===== src/rtl/easyaxi_slv_rd_pkg.sv =====
// Shared EasyAXI definitions: default widths, response codes, read FSM states.
package easyaxi_pkg;

  localparam int AXI_ID_W   = 4;
  localparam int AXI_ADDR_W = 32;
  localparam int AXI_DATA_W = 32;

  localparam logic [1:0] RESP_OKAY   = 2'b00;
  localparam logic [1:0] RESP_EXOKAY = 2'b01;
  localparam logic [1:0] RESP_SLVERR = 2'b10;
  localparam logic [1:0] RESP_DECERR = 2'b11;

  typedef enum logic [1:0] {
    IDLE = 2'd0,
    WAIT = 2'd1,
    RESP = 2'd2
  } rd_state_e;

endpackage


===== src/rtl/easyaxi_slv_rd_if.sv =====
// AXI read-path (AR + R) bundle between a master and the read slave.
interface easyaxi_slv_rd_if
  import easyaxi_pkg::*;
#(
  parameter int ID_W   = AXI_ID_W,
  parameter int ADDR_W = AXI_ADDR_W,
  parameter int DATA_W = AXI_DATA_W
);
  logic              arvalid;
  logic              arready;
  logic [ID_W-1:0]   arid;
  logic [ADDR_W-1:0] araddr;
  logic              rvalid;
  logic              rready;
  logic [ID_W-1:0]   rid;
  logic [DATA_W-1:0] rdata;
  logic [1:0]        rresp;
  logic              rlast;

  modport master (
    output arvalid, arid, araddr, rready,
    input  arready, rvalid, rid, rdata, rresp, rlast
  );

  modport slave (
    input  arvalid, arid, araddr, rready,
    output arready, rvalid, rid, rdata, rresp, rlast
  );
endinterface


===== src/rtl/easyaxi_slv_rd_sync_fifo.sv =====
// In-order synchronous FIFO with occupancy count; head is visible combinationally.
module easyaxi_sync_fifo #(
  parameter int WIDTH = 8,
  parameter int DEPTH = 4
) (
  input  logic                     clk,
  input  logic                     rst_n,
  input  logic                     push,
  input  logic                     pop,
  input  logic [WIDTH-1:0]         wdata,
  output logic [WIDTH-1:0]         rdata,
  output logic                     full,
  output logic                     empty,
  output logic [$clog2(DEPTH):0]   count
);
  localparam int PW = $clog2(DEPTH);

  logic [WIDTH-1:0] mem [DEPTH];
  logic [PW-1:0]    wptr, rptr;
  logic [PW:0]      cnt;
  logic             do_push, do_pop;

  // Overflow/underflow requests are dropped so pointers can never cross.
  assign do_push = push & ~full;
  assign do_pop  = pop & ~empty;

  assign full  = (cnt == (PW+1)'(DEPTH));
  assign empty = (cnt == '0);
  assign count = cnt;
  assign rdata = mem[rptr];

  // Pointer and occupancy bookkeeping; pointers wrap naturally modulo DEPTH.
  always_ff @(posedge clk or negedge rst_n) begin
    if (!rst_n) begin
      wptr <= '0;
      rptr <= '0;
      cnt  <= '0;
    end else begin
      if (do_push) wptr <= wptr + 1'b1;
      if (do_pop)  rptr <= rptr + 1'b1;
      case ({do_push, do_pop})
        2'b10:   cnt <= cnt + 1'b1;
        2'b01:   cnt <= cnt - 1'b1;
        default: cnt <= cnt;
      endcase
    end
  end

  // Storage needs no reset: entries are only read once written.
  always_ff @(posedge clk) begin
    if (do_push) mem[wptr] <= wdata;
  end

endmodule


===== src/rtl/easyaxi_slv_rd.sv =====
// AXI read slave: buffers AR requests in order, decodes against one address
// window and answers each with a single-beat R after a fixed latency.
module easyaxi_slv_rd
  import easyaxi_pkg::*;
#(
  parameter int              ID_W      = AXI_ID_W,
  parameter int              ADDR_W    = AXI_ADDR_W,
  parameter int              DATA_W    = AXI_DATA_W,
  parameter int              DEPTH     = 4,
  parameter logic [ADDR_W-1:0] BASE_ADDR = '0,
  parameter logic [ADDR_W-1:0] ADDR_SPAN = 32'h0000_1000,
  parameter int              RD_LAT    = 2
) (
  input  logic             clk,
  input  logic             rst_n,
  input  logic             enable,
  easyaxi_slv_rd_if.slave  axi_slv
);
  localparam int PW = $clog2(DEPTH);
  localparam int EW = ID_W + ADDR_W + 1;
  localparam int LW = (RD_LAT > 1) ? $clog2(RD_LAT) : 1;
  localparam logic [LW-1:0] LAT_INIT = LW'(RD_LAT - 1);

  // Window bounds one bit wider than the address so BASE+SPAN cannot wrap.
  localparam logic [ADDR_W:0] WIN_LO = {1'b0, BASE_ADDR};
  localparam logic [ADDR_W:0] WIN_HI = {1'b0, BASE_ADDR} + {1'b0, ADDR_SPAN};

  rd_state_e         state, state_d;
  logic [LW-1:0]     lat_cnt, lat_d;
  logic              alive;
  logic              arready, ar_hs, ar_miss, pop;
  logic [ADDR_W:0]   araddr_x;
  logic [EW-1:0]     fifo_wd, fifo_rd;
  logic              fifo_full, fifo_empty;
  logic [PW:0]       fifo_count;
  logic [ID_W-1:0]   head_id;
  logic [ADDR_W-1:0] head_addr;
  logic              head_miss;
  logic [DATA_W-1:0] hit_data;

  logic              rvalid_q, rvalid_d;
  logic [ID_W-1:0]   rid_q, rid_d;
  logic [DATA_W-1:0] rdata_q, rdata_d;
  logic [1:0]        rresp_q, rresp_d;
  logic              rlast_q, rlast_d;

  // AR side: ready depends only on registered state; misses are still accepted.
  assign arready  = alive & enable & ~fifo_full;
  assign ar_hs    = axi_slv.arvalid & arready;
  assign araddr_x = {1'b0, axi_slv.araddr};
  assign ar_miss  = ~((araddr_x >= WIN_LO) && (araddr_x < WIN_HI));
  assign fifo_wd  = {axi_slv.arid, axi_slv.araddr, ar_miss};

  easyaxi_sync_fifo #(.WIDTH(EW), .DEPTH(DEPTH)) u_fifo (
    .clk   (clk),
    .rst_n (rst_n),
    .push  (ar_hs),
    .pop   (pop),
    .wdata (fifo_wd),
    .rdata (fifo_rd),
    .full  (fifo_full),
    .empty (fifo_empty),
    .count (fifo_count)
  );

  assign head_id   = fifo_rd[EW-1 -: ID_W];
  assign head_addr = fifo_rd[ADDR_W:1];
  assign head_miss = fifo_rd[0];

  // Read data for a hit is the request address, fitted to DATA_W.
  generate
    if (DATA_W == ADDR_W) begin : g_dfit_eq
      assign hit_data = head_addr;
    end else if (DATA_W > ADDR_W) begin : g_dfit_ext
      assign hit_data = {{(DATA_W-ADDR_W){1'b0}}, head_addr};
    end else begin : g_dfit_trunc
      assign hit_data = head_addr[DATA_W-1:0];
    end
  endgenerate

  // State, latency counter and registered R channel.
  always_ff @(posedge clk or negedge rst_n) begin
    if (!rst_n) begin
      state    <= IDLE;
      lat_cnt  <= '0;
      alive    <= 1'b0;
      rvalid_q <= 1'b0;
      rid_q    <= '0;
      rdata_q  <= '0;
      rresp_q  <= '0;
      rlast_q  <= 1'b0;
    end else begin
      state    <= state_d;
      lat_cnt  <= lat_d;
      alive    <= 1'b1;
      rvalid_q <= rvalid_d;
      rid_q    <= rid_d;
      rdata_q  <= rdata_d;
      rresp_q  <= rresp_d;
      rlast_q  <= rlast_d;
    end
  end

  // Next state: wait out the latency on the head entry, then present it
  // until the master takes it.
  always_comb begin
    state_d  = state;
    lat_d    = lat_cnt;
    pop      = 1'b0;
    rvalid_d = rvalid_q;
    rid_d    = rid_q;
    rdata_d  = rdata_q;
    rresp_d  = rresp_q;
    rlast_d  = rlast_q;
    unique case (state)
      IDLE: begin
        if (!fifo_empty) begin
          state_d = WAIT;
          lat_d   = LAT_INIT;
        end
      end
      WAIT: begin
        if (lat_cnt == '0) begin
          state_d  = RESP;
          rvalid_d = 1'b1;
          rid_d    = head_id;
          rlast_d  = 1'b1;
          rresp_d  = head_miss ? RESP_DECERR : RESP_OKAY;
          rdata_d  = head_miss ? '0 : hit_data;
        end else begin
          lat_d = lat_cnt - 1'b1;
        end
      end
      RESP: begin
        if (axi_slv.rready) begin
          pop      = 1'b1;
          rvalid_d = 1'b0;
          rid_d    = '0;
          rdata_d  = '0;
          rresp_d  = '0;
          rlast_d  = 1'b0;
          // Count is pre-pop; a same-cycle push is picked up from IDLE.
          if (fifo_count > (PW+1)'(1)) begin
            state_d = WAIT;
            lat_d   = LAT_INIT;
          end else begin
            state_d = IDLE;
          end
        end
      end
      default: state_d = IDLE;
    endcase
  end

  assign axi_slv.arready = arready;
  assign axi_slv.rvalid  = rvalid_q;
  assign axi_slv.rid     = rid_q;
  assign axi_slv.rdata   = rdata_q;
  assign axi_slv.rresp   = rresp_q;
  assign axi_slv.rlast   = rlast_q;

endmodule


===== src/flat_wrapper.sv =====
// flat-port wrapper written by rule: the top's interface ports become plain ports
module easyaxi_slv_rd_flat import easyaxi_pkg::*;
#(
  parameter int              ID_W      = AXI_ID_W,
  parameter int              ADDR_W    = AXI_ADDR_W,
  parameter int              DATA_W    = AXI_DATA_W,
  parameter int              DEPTH     = 4,
  parameter logic [ADDR_W-1:0] BASE_ADDR = '0,
  parameter logic [ADDR_W-1:0] ADDR_SPAN = 32'h0000_1000,
  parameter int              RD_LAT    = 2
)
  (clk, rst_n, enable, axi_slv_arvalid, axi_slv_arid, axi_slv_araddr, axi_slv_rready, axi_slv_arready, axi_slv_rvalid, axi_slv_rid, axi_slv_rdata, axi_slv_rresp, axi_slv_rlast);
  easyaxi_slv_rd_if #(.ID_W(ID_W), .ADDR_W(ADDR_W), .DATA_W(DATA_W)) axi_slv_i ();
  input  logic clk;
  input  logic rst_n;
  input  logic enable;
  input wire logic [$bits(axi_slv_i.arvalid)-1:0] axi_slv_arvalid;
  input wire logic [$bits(axi_slv_i.arid)-1:0] axi_slv_arid;
  input wire logic [$bits(axi_slv_i.araddr)-1:0] axi_slv_araddr;
  input wire logic [$bits(axi_slv_i.rready)-1:0] axi_slv_rready;
  output wire logic [$bits(axi_slv_i.arready)-1:0] axi_slv_arready;
  output wire logic [$bits(axi_slv_i.rvalid)-1:0] axi_slv_rvalid;
  output wire logic [$bits(axi_slv_i.rid)-1:0] axi_slv_rid;
  output wire logic [$bits(axi_slv_i.rdata)-1:0] axi_slv_rdata;
  output wire logic [$bits(axi_slv_i.rresp)-1:0] axi_slv_rresp;
  output wire logic [$bits(axi_slv_i.rlast)-1:0] axi_slv_rlast;
  assign axi_slv_i.arvalid = axi_slv_arvalid;
  assign axi_slv_i.arid = axi_slv_arid;
  assign axi_slv_i.araddr = axi_slv_araddr;
  assign axi_slv_i.rready = axi_slv_rready;
  assign axi_slv_arready = axi_slv_i.arready;
  assign axi_slv_rvalid = axi_slv_i.rvalid;
  assign axi_slv_rid = axi_slv_i.rid;
  assign axi_slv_rdata = axi_slv_i.rdata;
  assign axi_slv_rresp = axi_slv_i.rresp;
  assign axi_slv_rlast = axi_slv_i.rlast;
  easyaxi_slv_rd #(.ID_W(ID_W), .ADDR_W(ADDR_W), .DATA_W(DATA_W), .DEPTH(DEPTH), .BASE_ADDR(BASE_ADDR), .ADDR_SPAN(ADDR_SPAN), .RD_LAT(RD_LAT)) u_core (.clk(clk), .rst_n(rst_n), .enable(enable), .axi_slv(axi_slv_i));
endmodule

===== config.mk =====
export PLATFORM = sky130hd
export DESIGN_NAME = easyaxi_slv_rd_flat
export DESIGN_NICKNAME = d
export VERILOG_FILES = /design/src/rtl/easyaxi_slv_rd_pkg.sv /design/src/rtl/easyaxi_slv_rd_if.sv /design/src/rtl/easyaxi_slv_rd_sync_fifo.sv /design/src/rtl/easyaxi_slv_rd.sv /design/src/flat_wrapper.sv
export SDC_FILE = /design/constraint.sdc
export NUM_CORES = 1
export LEC_CHECK = 0
export BUFFER_PORTS_ARGS = -buffer_cell sky130_fd_sc_hd__buf_2
export CORE_ASPECT_RATIO = 1.5
export CORE_UTILIZATION = 52
export CTS_CLUSTER_SIZE = 10
export DETAILED_ROUTE_END_ITERATION = 12
export PLACE_DENSITY = 0.79
export SLEW_MARGIN = 30
export SYNTH_ARGS = -nofsm -noshare
export SYNTH_HDL_FRONTEND = slang
export SYNTH_SLANG_ARGS = --single-unit
export TNS_END_PERCENT = 5

===== constraint.sdc =====
create_clock -name clk -period 2.71 [get_ports clk]
set_clock_uncertainty 0.2 [all_clocks]
set_input_delay 0.4065 -clock clk [delete_from_list [all_inputs] [get_ports clk]]
set_output_delay 0.4065 -clock clk [all_outputs]
set_load 0.02 [all_outputs]

==> results.cfg <==
[worst_setup_path]
r2r_cells = 6
cp_num_buf_inv = 2
r2r_slack_ns = 0.37
critPathMaxStageDelay_ns = 0.43
cp-end-kind = flip-flop
crit_slowest_cell = dfrtp_1
crit_chain = inv_1, ha_1, nand2_1, and4_1, and2_2, buf_4
startpoint = u_core.u_fifo.count[0]$_DFFE_PN0P_
worstPathMaxFanout = 24
rr_endpoint = u_core.u_fifo.mem[3][9]$_DFFE_PP_
start_kind = flip-flop
critPathKind = flip-flop to flip-flop
worstPathRequired_ns = 2.59
critPathArrivalTime_ns = 2.22
crit_family = simple AND/OR/NAND/NOR gates
r2r_start = u_core.u_fifo.count[0]$_DFFE_PN0P_

[floorplan]
ios = 82
die_area_mm2 = 0.0148
fp.dieH_um = 149
std_cell_rows = 53
core_area_mm2 = 0.0140
initial_core_util_pct = 53.3
die_w_um = 99.8

[logic_synthesis]
synth_edf_count = 148
syn_inst = 350
synth_top_cells_by_area = edfxtp_1, dfrtp_1, mux4_2, a22o_1, ha_1
netlist_top_cells_count = edfxtp_1, dfrtp_1, a22o_1
yosysTopAreaCell = edfxtp_1
yosys_register_bits = 197
seq_area_frac_synth_pct = 76.0
syn_avg_cell_area_um2 = 21.3
async_reset_ff_share_pct = 24.9
synth_cell_types = 38
synth_ff_type = edfxtp_1
yosys.area.top_type_share_pct = 59.6
yosysWarnings = 0
synth.most_common_cell = edfxtp_1
syn_area_mm2 = 0.00746
synth_nets = 400

[placement]
gp_congestion = 0.724
numPortBuffers = 81
dpl_cell_area_mm2 = 0.00807
dp_hpwl_mm = 9.00

[cts]
cts-root-buf = clkbuf_16
cts_tree = built
clockBufferDepth = 2
clk_latency_ns = 0.42
clock_sinks = 197
clk_pin_slew_ns = 0.06
postCtsResizedCells = 0
cts_made_buffers = 17
htreeDepth = 4

[run_status]
status = finished clean

[min_path]
hold_path_depth = 1
hold_class = input pin to flip-flop
hold_end = u_core.u_fifo.mem[1][9]$_DFFE_PP_
min-delay-start = axi_slv_araddr[8]

[timing]
clock.fmax_mhz = 427
finalCritPeriodShare_pct = 86.5
whs_ns = 0.0170
slew-limit-headroom_pct = 64.0
setup_violations = 0
slew_viol_final = 0
rsz0062_at_grt = no
tns_ns = 0
worst_pin_slew_ns = 0.540
fin_crit_ns = 2.34
finalHoldViolations = 0

[power_and_ir_drop]
p_leak_nw = 3.32
p_per_area_mw_per_mm2 = 998
total_power_mw = 8.78
vdd_ir_drop_max_mv = 0.570

[route]
vias = 3716
wl_per_cell_um = 21.8
drcViolationCount = 0
antenna_left = 0
dr.pass1.iters = 4
avgViaCountPerCell = 5.60
drt_iter0_drc = 203
routed_wl_mm = 14.5

[global_route]
track_usage_pct = 21.7
grt_busiest_layer = met2
grt_pass1_vias = 4116
globalRouteMet3Util_pct = 4.18
gr-usage-met1_pct = 27.6
antenna_found_initial = 1
overflow = 0
grt.met2_usage_pct = 37.0
grt_start_max_net_pins = 33
grt_pass1_wl_mm = 23.0

[finish]
final_area_mm2 = 0.00880
area_delta_synth_final_pct = 17.9
final_nets = 508
drive_above_1_share_pct = 36.2
fin_util_pct = 62.9

[job]
cap_viol_max_count = 0
==> per-stage QoR <==
stage                     setup slack (ns)  cells
after detailed placement             0.360    620
after CTS                            0.355    659
after global placement               0.478    620
final                                0.367    663
after floorplan                     0.0635    350
after global routing                 0.249    663
==> worst max-delay path by stage <==
stage / end / slack, ns / cells after the start
after floorplan: u_core.u_fifo.mem[0][0]$_DFFE_PP_ / 0.06 / 6
after global placement: u_core.u_fifo.mem[3][13]$_DFFE_PP_ / 0.48 / 6
after detailed placement: u_core.u_fifo.mem[3][9]$_DFFE_PP_ / 0.36 / 6
after CTS: u_core.u_fifo.mem[3][9]$_DFFE_PP_ / 0.36 / 6
after global routing: u_core.u_fifo.mem[3][10]$_DFFE_PP_ / 0.25 / 6
final: u_core.u_fifo.mem[3][9]$_DFFE_PP_ / 0.37 / 6
==> cell type report <==
| cell class | instances | area, µm² |
|---|---|---|
| sequential | 197 | 5670 |
| fill | 958 | 5200 |
| multi-input combinational | 131 | 1620 |
| timing repair buffer | 106 | 621 |
| clock buffer | 22 | 464 |
| tap | 192 | 240 |
| clock inverter | 9 | 153 |
| inverter | 5 | 18.8 |
| antenna | 1 | 2.50 |
==> power breakdown <==
part           switching, mW  internal [mW]  total, mW
Combinational           1.16           1.06       2.22
Sequential             0.316           3.64       3.95
Clock                   1.01           1.59       2.60
Total                   2.49           6.29       8.78
==> kinds of logic (layout without fill, tap and decap cells) <==
family                   after synthesis  after routing  synth area share, %
other                                  1              2               0.0503
AO/OA/AOI/OAI                         43             43                 4.90
adder cells (fa/ha/maj)                9              9                 1.51
multiplexers                          39             39                 11.5
flip-flops                           197            197                 76.0
buffers and inverters                 22            142                 2.31
AND/OR/NAND/NOR                       33             33                 3.03
XOR/XNOR                               6              6                0.704
==> sequential cells by signal, summed over array words and instances, names as in the netlist <==
signal and count:
u_core.u_fifo.count 3, u_core.axi_slv.rvalid 1, u_core.state 2, u_core.u_fifo.mem 148, u_core.axi_slv.rdata 32, u_core.lat_cnt 1, u_core.u_fifo.rptr 2, u_core.u_fifo.wptr 2
u_core.axi_slv.rid 4, u_core.alive 1, u_core.axi_slv.rresp 1
==> cell usage in the layout (no fill, tap or decap), types with 2 or more instances in the layout <==
cell type / count
clkbuf_16: 17
buf_2: 81
inv_1: 5
nor2_1: 3
mux4_2: 36
dlygate4sd3_1: 11
dfrtp_2: 2
nor3_1: 2
xnor2_1: 4
and2_2: 4
bufinv_16: 4
edfxtp_1: 148
clkbuf_1: 3
xor2_1: 2
nor4_1: 5
clkbuf_8: 2
clkinvlp_4: 2
dfrtp_1: 47
ha_1: 9
o21ai_0: 3
and3_1: 2
nor2b_1: 3
buf_4: 14
a22o_1: 37
nand2_1: 5
==> routing by layer <==
metal / up-vias / part of all wire (%)
li1: 1644 / -
met1: 1921 / 39
met2: 131 / 55
met3: 20 / 4.5
met4: 0 / 2.0
met5: - / 0
==> what timing repair did <==
action | 4_1_cts | 5_1_grt
buffers inserted | 0 | 0
hold buffers | 8 | 3
endpoints found under the hold margin | 46 | 11
Power figures use the tool's default switching activity.
